==> src/rtl/systolic_pkg.sv <==
// Shared types and sizing helpers for the systolic operand feeder and its skew lanes.
package systolic_pkg;

   localparam int DEF_DATA_WIDTH = 8;
   localparam int DEF_N          = 4;

   localparam logic LD_SEL_A = 1'b0;
   localparam logic LD_SEL_B = 1'b1;

   typedef enum logic [2:0] {
      IDLE,
      CLEAR,
      STREAM,
      DRAIN,
      DONE
   } feeder_state_t;

   function automatic int stream_len(input int n);
      return 2 * n - 1;
   endfunction

   function automatic int drain_len(input int n);
      return n - 1;
   endfunction

   // Step counter must reach 3N-3 without wrapping.
   function automatic int step_width(input int n);
      return $clog2(3 * n);
   endfunction

endpackage

==> src/rtl/systolic_feeder_if.sv <==
// Tile load channel into the systolic feeder: one A row or one B column per beat.
interface systolic_feeder_if
   import systolic_pkg::*;
#(
   parameter int DATA_WIDTH = DEF_DATA_WIDTH,
   parameter int N          = DEF_N
);
   // A beat transfers on a rising clk edge where ld_valid && ld_ready; the
   // master holds sel/idx/data stable while ld_valid is high and ld_ready is low.
   logic                    ld_valid;
   logic                    ld_ready;
   logic                    ld_sel;
   logic [$clog2(N)-1:0]    ld_idx;
   logic [N*DATA_WIDTH-1:0] ld_data;

   modport master (output ld_valid, output ld_sel, output ld_idx, output ld_data,
                   input  ld_ready);
   modport slave  (input  ld_valid, input  ld_sel, input  ld_idx, input  ld_data,
                   output ld_ready);
endinterface

==> src/rtl/systolic_skew_lane.sv <==
// One skew lane: picks element (t - idx) of a buffered vector, or 0 outside the diagonal window.
module systolic_skew_lane #(
   parameter int DATA_WIDTH = 8,
   parameter int N          = 4,
   parameter int TW         = 4,
   parameter int IW         = $clog2(N)
)(
   input  logic [IW-1:0]           idx,
   input  logic [TW-1:0]           t,
   input  logic [N*DATA_WIDTH-1:0] vec,
   output logic [DATA_WIDTH-1:0]   sel
);

   logic [DATA_WIDTH-1:0] elem [N];
   logic [TW-1:0]         k;

   for (genvar e = 0; e < N; e++) begin : g_elem
      assign elem[e] = vec[e*DATA_WIDTH +: DATA_WIDTH];
   end

   always_comb begin
      sel = '0;
      k   = t - TW'(idx);
      if ((t >= TW'(idx)) && (k < TW'(N))) sel = elem[k[IW-1:0]];
   end

endmodule

==> src/rtl/systolic_feeder.sv <==
// Buffers an N x N tile of A and B and streams them diagonally skewed into a PE grid.
// Optional SYSTOLIC_FEEDER_ACCUM_EN adds an accumulate input that skips the PE clear.
module systolic_feeder
   import systolic_pkg::*;
#(
   parameter int DATA_WIDTH = DEF_DATA_WIDTH,
   parameter int N          = DEF_N
)(
   input  logic                    clk,
   input  logic                    reset,
   systolic_feeder_if.slave        ld,
   input  logic                    start,
`ifdef SYSTOLIC_FEEDER_ACCUM_EN
   input  logic                    accumulate,
`endif
   output logic                    busy,
   output logic                    done,
   output logic                    array_clr,
   output logic [N*DATA_WIDTH-1:0] a_feed,
   output logic [N*DATA_WIDTH-1:0] b_feed,
   output feeder_state_t           state_dbg
);

   localparam int TW = step_width(N);
   localparam int IW = $clog2(N);
   localparam logic [TW-1:0] T_STREAM_END = TW'(stream_len(N) - 1);
   localparam logic [TW-1:0] T_DRAIN_END  = TW'(stream_len(N) + drain_len(N) - 1);

   feeder_state_t           state, state_n;
   logic [TW-1:0]           t, t_n;
   logic [N*DATA_WIDTH-1:0] a_rows [N];
   logic [N*DATA_WIDTH-1:0] b_cols [N];
   logic [N*DATA_WIDTH-1:0] a_sel, b_sel;
   logic                    skip_clear;
   logic                    ld_fire;

`ifdef SYSTOLIC_FEEDER_ACCUM_EN
   assign skip_clear = accumulate;
`else
   assign skip_clear = 1'b0;
`endif

   assign ld.ld_ready = (state == IDLE);
   assign ld_fire     = ld.ld_valid && ld.ld_ready;
   assign busy        = (state != IDLE);
   assign done        = (state == DONE);
   assign array_clr   = (state == CLEAR);
   assign state_dbg   = state;

   always_ff @(posedge clk or negedge reset) begin
      if (!reset) begin
         for (int r = 0; r < N; r++) begin
            a_rows[r] <= '0;
            b_cols[r] <= '0;
         end
      end else if (ld_fire && (int'(ld.ld_idx) < N)) begin
         if (ld.ld_sel == LD_SEL_A) a_rows[ld.ld_idx] <= ld.ld_data;
         else                       b_cols[ld.ld_idx] <= ld.ld_data;
      end
   end

   always_comb begin
      state_n = state;
      t_n     = t;
      unique case (state)
         IDLE: begin
            t_n = '0;
            if (start) state_n = skip_clear ? STREAM : CLEAR;
         end
         CLEAR: begin
            t_n     = '0;
            state_n = STREAM;
         end
         STREAM: begin
            t_n = t + 1'b1;
            if (t == T_STREAM_END) state_n = DRAIN;
         end
         DRAIN: begin
            t_n = t + 1'b1;
            if (t == T_DRAIN_END) state_n = DONE;
         end
         DONE: begin
            t_n     = '0;
            state_n = IDLE;
         end
         default: begin
            t_n     = '0;
            state_n = IDLE;
         end
      endcase
   end

   // Lanes look at the next step so the feed registers hold the value for the current t.
   for (genvar i = 0; i < N; i++) begin : g_lane
      systolic_skew_lane #(.DATA_WIDTH(DATA_WIDTH), .N(N), .TW(TW), .IW(IW)) u_a_lane (
         .idx (IW'(i)),
         .t   (t_n),
         .vec (a_rows[i]),
         .sel (a_sel[i*DATA_WIDTH +: DATA_WIDTH])
      );
      systolic_skew_lane #(.DATA_WIDTH(DATA_WIDTH), .N(N), .TW(TW), .IW(IW)) u_b_lane (
         .idx (IW'(i)),
         .t   (t_n),
         .vec (b_cols[i]),
         .sel (b_sel[i*DATA_WIDTH +: DATA_WIDTH])
      );
   end

   always_ff @(posedge clk or negedge reset) begin
      if (!reset) begin
         state  <= IDLE;
         t      <= '0;
         a_feed <= '0;
         b_feed <= '0;
      end else begin
         state  <= state_n;
         t      <= t_n;
         a_feed <= (state_n == STREAM) ? a_sel : '0;
         b_feed <= (state_n == STREAM) ? b_sel : '0;
      end
   end

endmodule

==> src/flat_wrapper.sv <==
// flat-port wrapper written by rule: the top's interface ports become plain ports
module systolic_feeder_flat import systolic_pkg::*;
#(
   parameter int DATA_WIDTH = DEF_DATA_WIDTH,
   parameter int N          = DEF_N
)
  (clk, reset, start, busy, done, array_clr, a_feed, b_feed, state_dbg, ld_ld_valid, ld_ld_sel, ld_ld_idx, ld_ld_data, ld_ld_ready);
  systolic_feeder_if #(.DATA_WIDTH(DATA_WIDTH), .N(N)) ld_i ();
  input  logic clk;
  input  logic reset;
  input  logic start;
  output logic busy;
  output logic done;
  output logic array_clr;
  output logic [N*DATA_WIDTH-1:0] a_feed;
  output logic [N*DATA_WIDTH-1:0] b_feed;
  output feeder_state_t state_dbg;
  input wire logic [$bits(ld_i.ld_valid)-1:0] ld_ld_valid;
  input wire logic [$bits(ld_i.ld_sel)-1:0] ld_ld_sel;
  input wire logic [$bits(ld_i.ld_idx)-1:0] ld_ld_idx;
  input wire logic [$bits(ld_i.ld_data)-1:0] ld_ld_data;
  output wire logic [$bits(ld_i.ld_ready)-1:0] ld_ld_ready;
  assign ld_i.ld_valid = ld_ld_valid;
  assign ld_i.ld_sel = ld_ld_sel;
  assign ld_i.ld_idx = ld_ld_idx;
  assign ld_i.ld_data = ld_ld_data;
  assign ld_ld_ready = ld_i.ld_ready;
  systolic_feeder #(.DATA_WIDTH(DATA_WIDTH), .N(N)) u_core (.clk(clk), .reset(reset), .ld(ld_i), .start(start), .busy(busy), .done(done), .array_clr(array_clr), .a_feed(a_feed), .b_feed(b_feed), .state_dbg(state_dbg));
endmodule
==> config.mk <==
export PLATFORM = sky130hd
export DESIGN_NAME = systolic_feeder_flat
export DESIGN_NICKNAME = d
export VERILOG_FILES = /design/src/rtl/systolic_pkg.sv /design/src/rtl/systolic_feeder_if.sv /design/src/rtl/systolic_skew_lane.sv /design/src/rtl/systolic_feeder.sv /design/src/flat_wrapper.sv
export SDC_FILE = /design/constraint.sdc
export NUM_CORES = 1
export LEC_CHECK = 0
export BUFFER_PORTS_ARGS = -buffer_cell sky130_fd_sc_hd__buf_2
export CORE_MARGIN = 3
export CORE_UTILIZATION = 56
export DETAILED_ROUTE_END_ITERATION = 8
export PLACE_DENSITY = 0.75
export SKIP_LAST_GASP = 1
export SLEW_MARGIN = 20
export SYNTH_ARGS = -nofsm -noshare
export SYNTH_HDL_FRONTEND = slang
export SYNTH_SLANG_ARGS = --single-unit
==> constraint.sdc <==
create_clock -name clk -period 4.88 [get_ports clk]
set_input_delay 0.732 -clock clk [delete_from_list [all_inputs] [get_ports clk]]
set_output_delay 0.732 -clock clk [all_outputs]
set_load 0.005 [all_outputs]
==> flow_summary.ini <==
[clocking]
cts_hold_buf = 0
clockBufferDepth = 3
post_cts_resized = 0
clkTransAtPathRegs_ns = 0.06
cts_tree = yes
clock-sinks = 327
post_cts_buffers = 0
cts_root_buf = clkbuf_16
clk_latency_ns = 0.51
numCtsBuffers = 35
h-tree-depth = 2

[global_routing]
use_met3 = 0.04785
grt_pass1_wl_um = 55300
grt_pass1_vias = 8927
grtUsageMet1 = 0.3808
grtUsageTotal = 0.2607
antenna_found_initial = 0
globalRoute.totalOverflow = 0
grt_start_max_net_pins = 135
top_usage_layer = met2
grt_util_met2 = 0.4049

[final_layout]
fillCellCount = 1808
final_cell_mix = dfrtp_1 (327), mux2_2 (253), buf_2 (108), nor2_1 (51), nand2b_1 (39)
finish.utilization = 0.6534
final_common_cell = dfrtp_1
layout-drive-gt1-share = 0.4431
area_growth_pct = 14.36
regArea_mm2 = 0.008183
fin_nets = 1146
multi_input_area_mm2 = 0.005858

[timing]
tightest_slew_ns = 1.119
timing.final.crit_share = 0.7290
slew_violations = 0
setup_violations = 0
hold_viol = 0
min_period_ns = 3.558
slew_headroom = 0.2542
rsz0062_at_grt = false
fmax_mhz = 281.1
finalSetupTns_ns = 0
skew_ns = 0.02432

[place]
gp_congestion = 0.8270
dpl.hpwl_um = 22500
portBuffers = 109

[worst_setup_path]
endpoint_kind = flop
critical_path.max_fanout = 41
crit_path_end = u_core.a_feed[19]
r2r_setup_slack_ns = 1.32
crit_start = u_core.t[1]
startpoint_type = flop
crit_arrival_ns = 3.91
r2r-end = u_core.a_feed[19]
worst_r2r_path_depth = 6
critical_path_class = reg -> reg
crit_required_ns = 5.23
rr_startpoint = u_core.t[1]

[logic_synthesis]
async_flop_share = 1.000
synthesis.area_mm2 = 0.01439
synth_area_leaders = dfrtp_1 (57%), mux2_2 (20%), mux4_2 (5.0%)
syn_inst = 1001
synth_edf_count = 0
yosysWarningCount = 0
synthFlopType = dfrtp_1
yosysTopAreaCell = dfrtp_1
yosysUniqueCellTypes = 50
ys_seq_area_frac = 0.5687
ys_ff_latch = 327
synthesis.nets = 1048
synth_top_area_frac = 0.5687
synth_area_per_cell_um2 = 14.37

[pwr]
vdd_ir_drop_max_mv = 0.5992
p_leak_nw = 8.177
powerDensity_mw_per_mm2 = 672.9

[outcome]
status = completed

[route]
viasPerCell = 6.080
wl_per_cell_um = 24.58
vias = 8853
drc = 0
drtAntennaViolNets = 0
drt-pass1-iter-count = 4
routed_wirelength_um = 35790
drt-initial-drc-count = 774

[die]
die_x_um = 166.3
coreArea_mm2 = 0.02518
num_rows = 58
die_area_mm2 = 0.02765
die_y_um = 166.3
pin_count = 110
start_util = 0.5714

[worst_hold_path]
min-delay-path-class = in -> async

[run]
maxCapViolCount = 0
## registers in the layout, indices dropped and copies added (netlist names)
register	cells
u_core.b_feed	32
u_core.t	4
u_core.a_feed	32
u_core.state_dbg	3
u_core.b_cols	128
u_core.a_rows	128
## stage by stage
step                area [um2]  worst slack (ns)  hold WS (ns)  cells  total power, mW
detailed placement       15220             1.253        0.4745   1391            8.365
global route             16450             1.079        0.1859   1454            11.66
global placement         15200             1.389        0.4676   1390            8.214
finish                   16450             1.322        0.1564   1456            11.07
floorplan                14390             1.483        0.4364   1001            7.022
CTS                      16420             1.244        0.4127   1453            11.13
## critical path, cell delays in order, from the launching register on
cell,delay (ns)
dfrtp_1,0.45
ha_4,0.63
nand2b_1,0.25
clkinv_1,0.67
a211o_1,0.53
o211ai_2,0.69
nor3_1,0.17
## synth_stat cells (9+ instances only)
cell        n
nand2_1    20
mux4_2     32
a221o_1    32
nand2b_1   39
and2_1     18
mux2i_1    34
nor3_2     11
o31ai_1    32
clkbuf_1   18
buf_2      29
nor3_1     22
mux2_2    253
nor2_1     53
inv_1       9
dfrtp_1   327
## how the worst min path moves through the flow
| stage | startpoint | to | cells past startpoint |
|---|---|---|---|
| after floorplan | reset | u_core.a_feed[0] | 0 |
| after CTS | reset | u_core.a_rows[110] | 1 |
| after global placement | u_core.b_cols[14] | u_core.b_cols[14] | 1 |
| after global routing | reset | u_core.b_feed[6] | 1 |
| final | reset | u_core.b_feed[6] | 1 |
| after detailed placement | u_core.a_rows[99] | u_core.a_rows[99] | 1 |
## final cells by class
| class | instances | share of cell area |
|---|---|---|
| clock inverters | 9 | 0.007832 |
| well taps | 330 | 0.02509 |
| diodes | 2 | 0.0003042 |
| flip-flops and latches | 327 | 0.4973 |
| repair buffers | 130 | 0.04578 |
| clock buffers | 53 | 0.06539 |
| multi-input cells | 595 | 0.3560 |
| inverters | 10 | 0.002281 |
## where the power goes
part | leakage, nW | internal [mW] | switching [mW]
Sequential | 4.40 | 3.49 | 0.423
Combinational | 3.18 | 1.96 | 2.46
Clock | 0.593 | 1.68 | 1.05
## logic make-up (layout without fill, tap and decap cells)
kind of cell	after synthesis	in the layout	share of synthesized area
adders and majority gates	8	8	0.006957
other	0	2	0
muxes	323	323	0.2757
AOI/OAI and AO/OA	74	74	0.04443
xor gates and xnor gates	3	3	0.002348
and+or+nand+nor	187	187	0.07348
DFF	327	327	0.5687
buffers and inverters	79	202	0.02843
## layer usage
metal,wire length (um),share of wire,vias up
met4,869,0.024,0
li1,-,-,3827
met2,16900,0.47,272
met5,0,0,-
met3,2158,0.060,51
met1,15860,0.44,4703
Power figures use the tool's default switching activity.
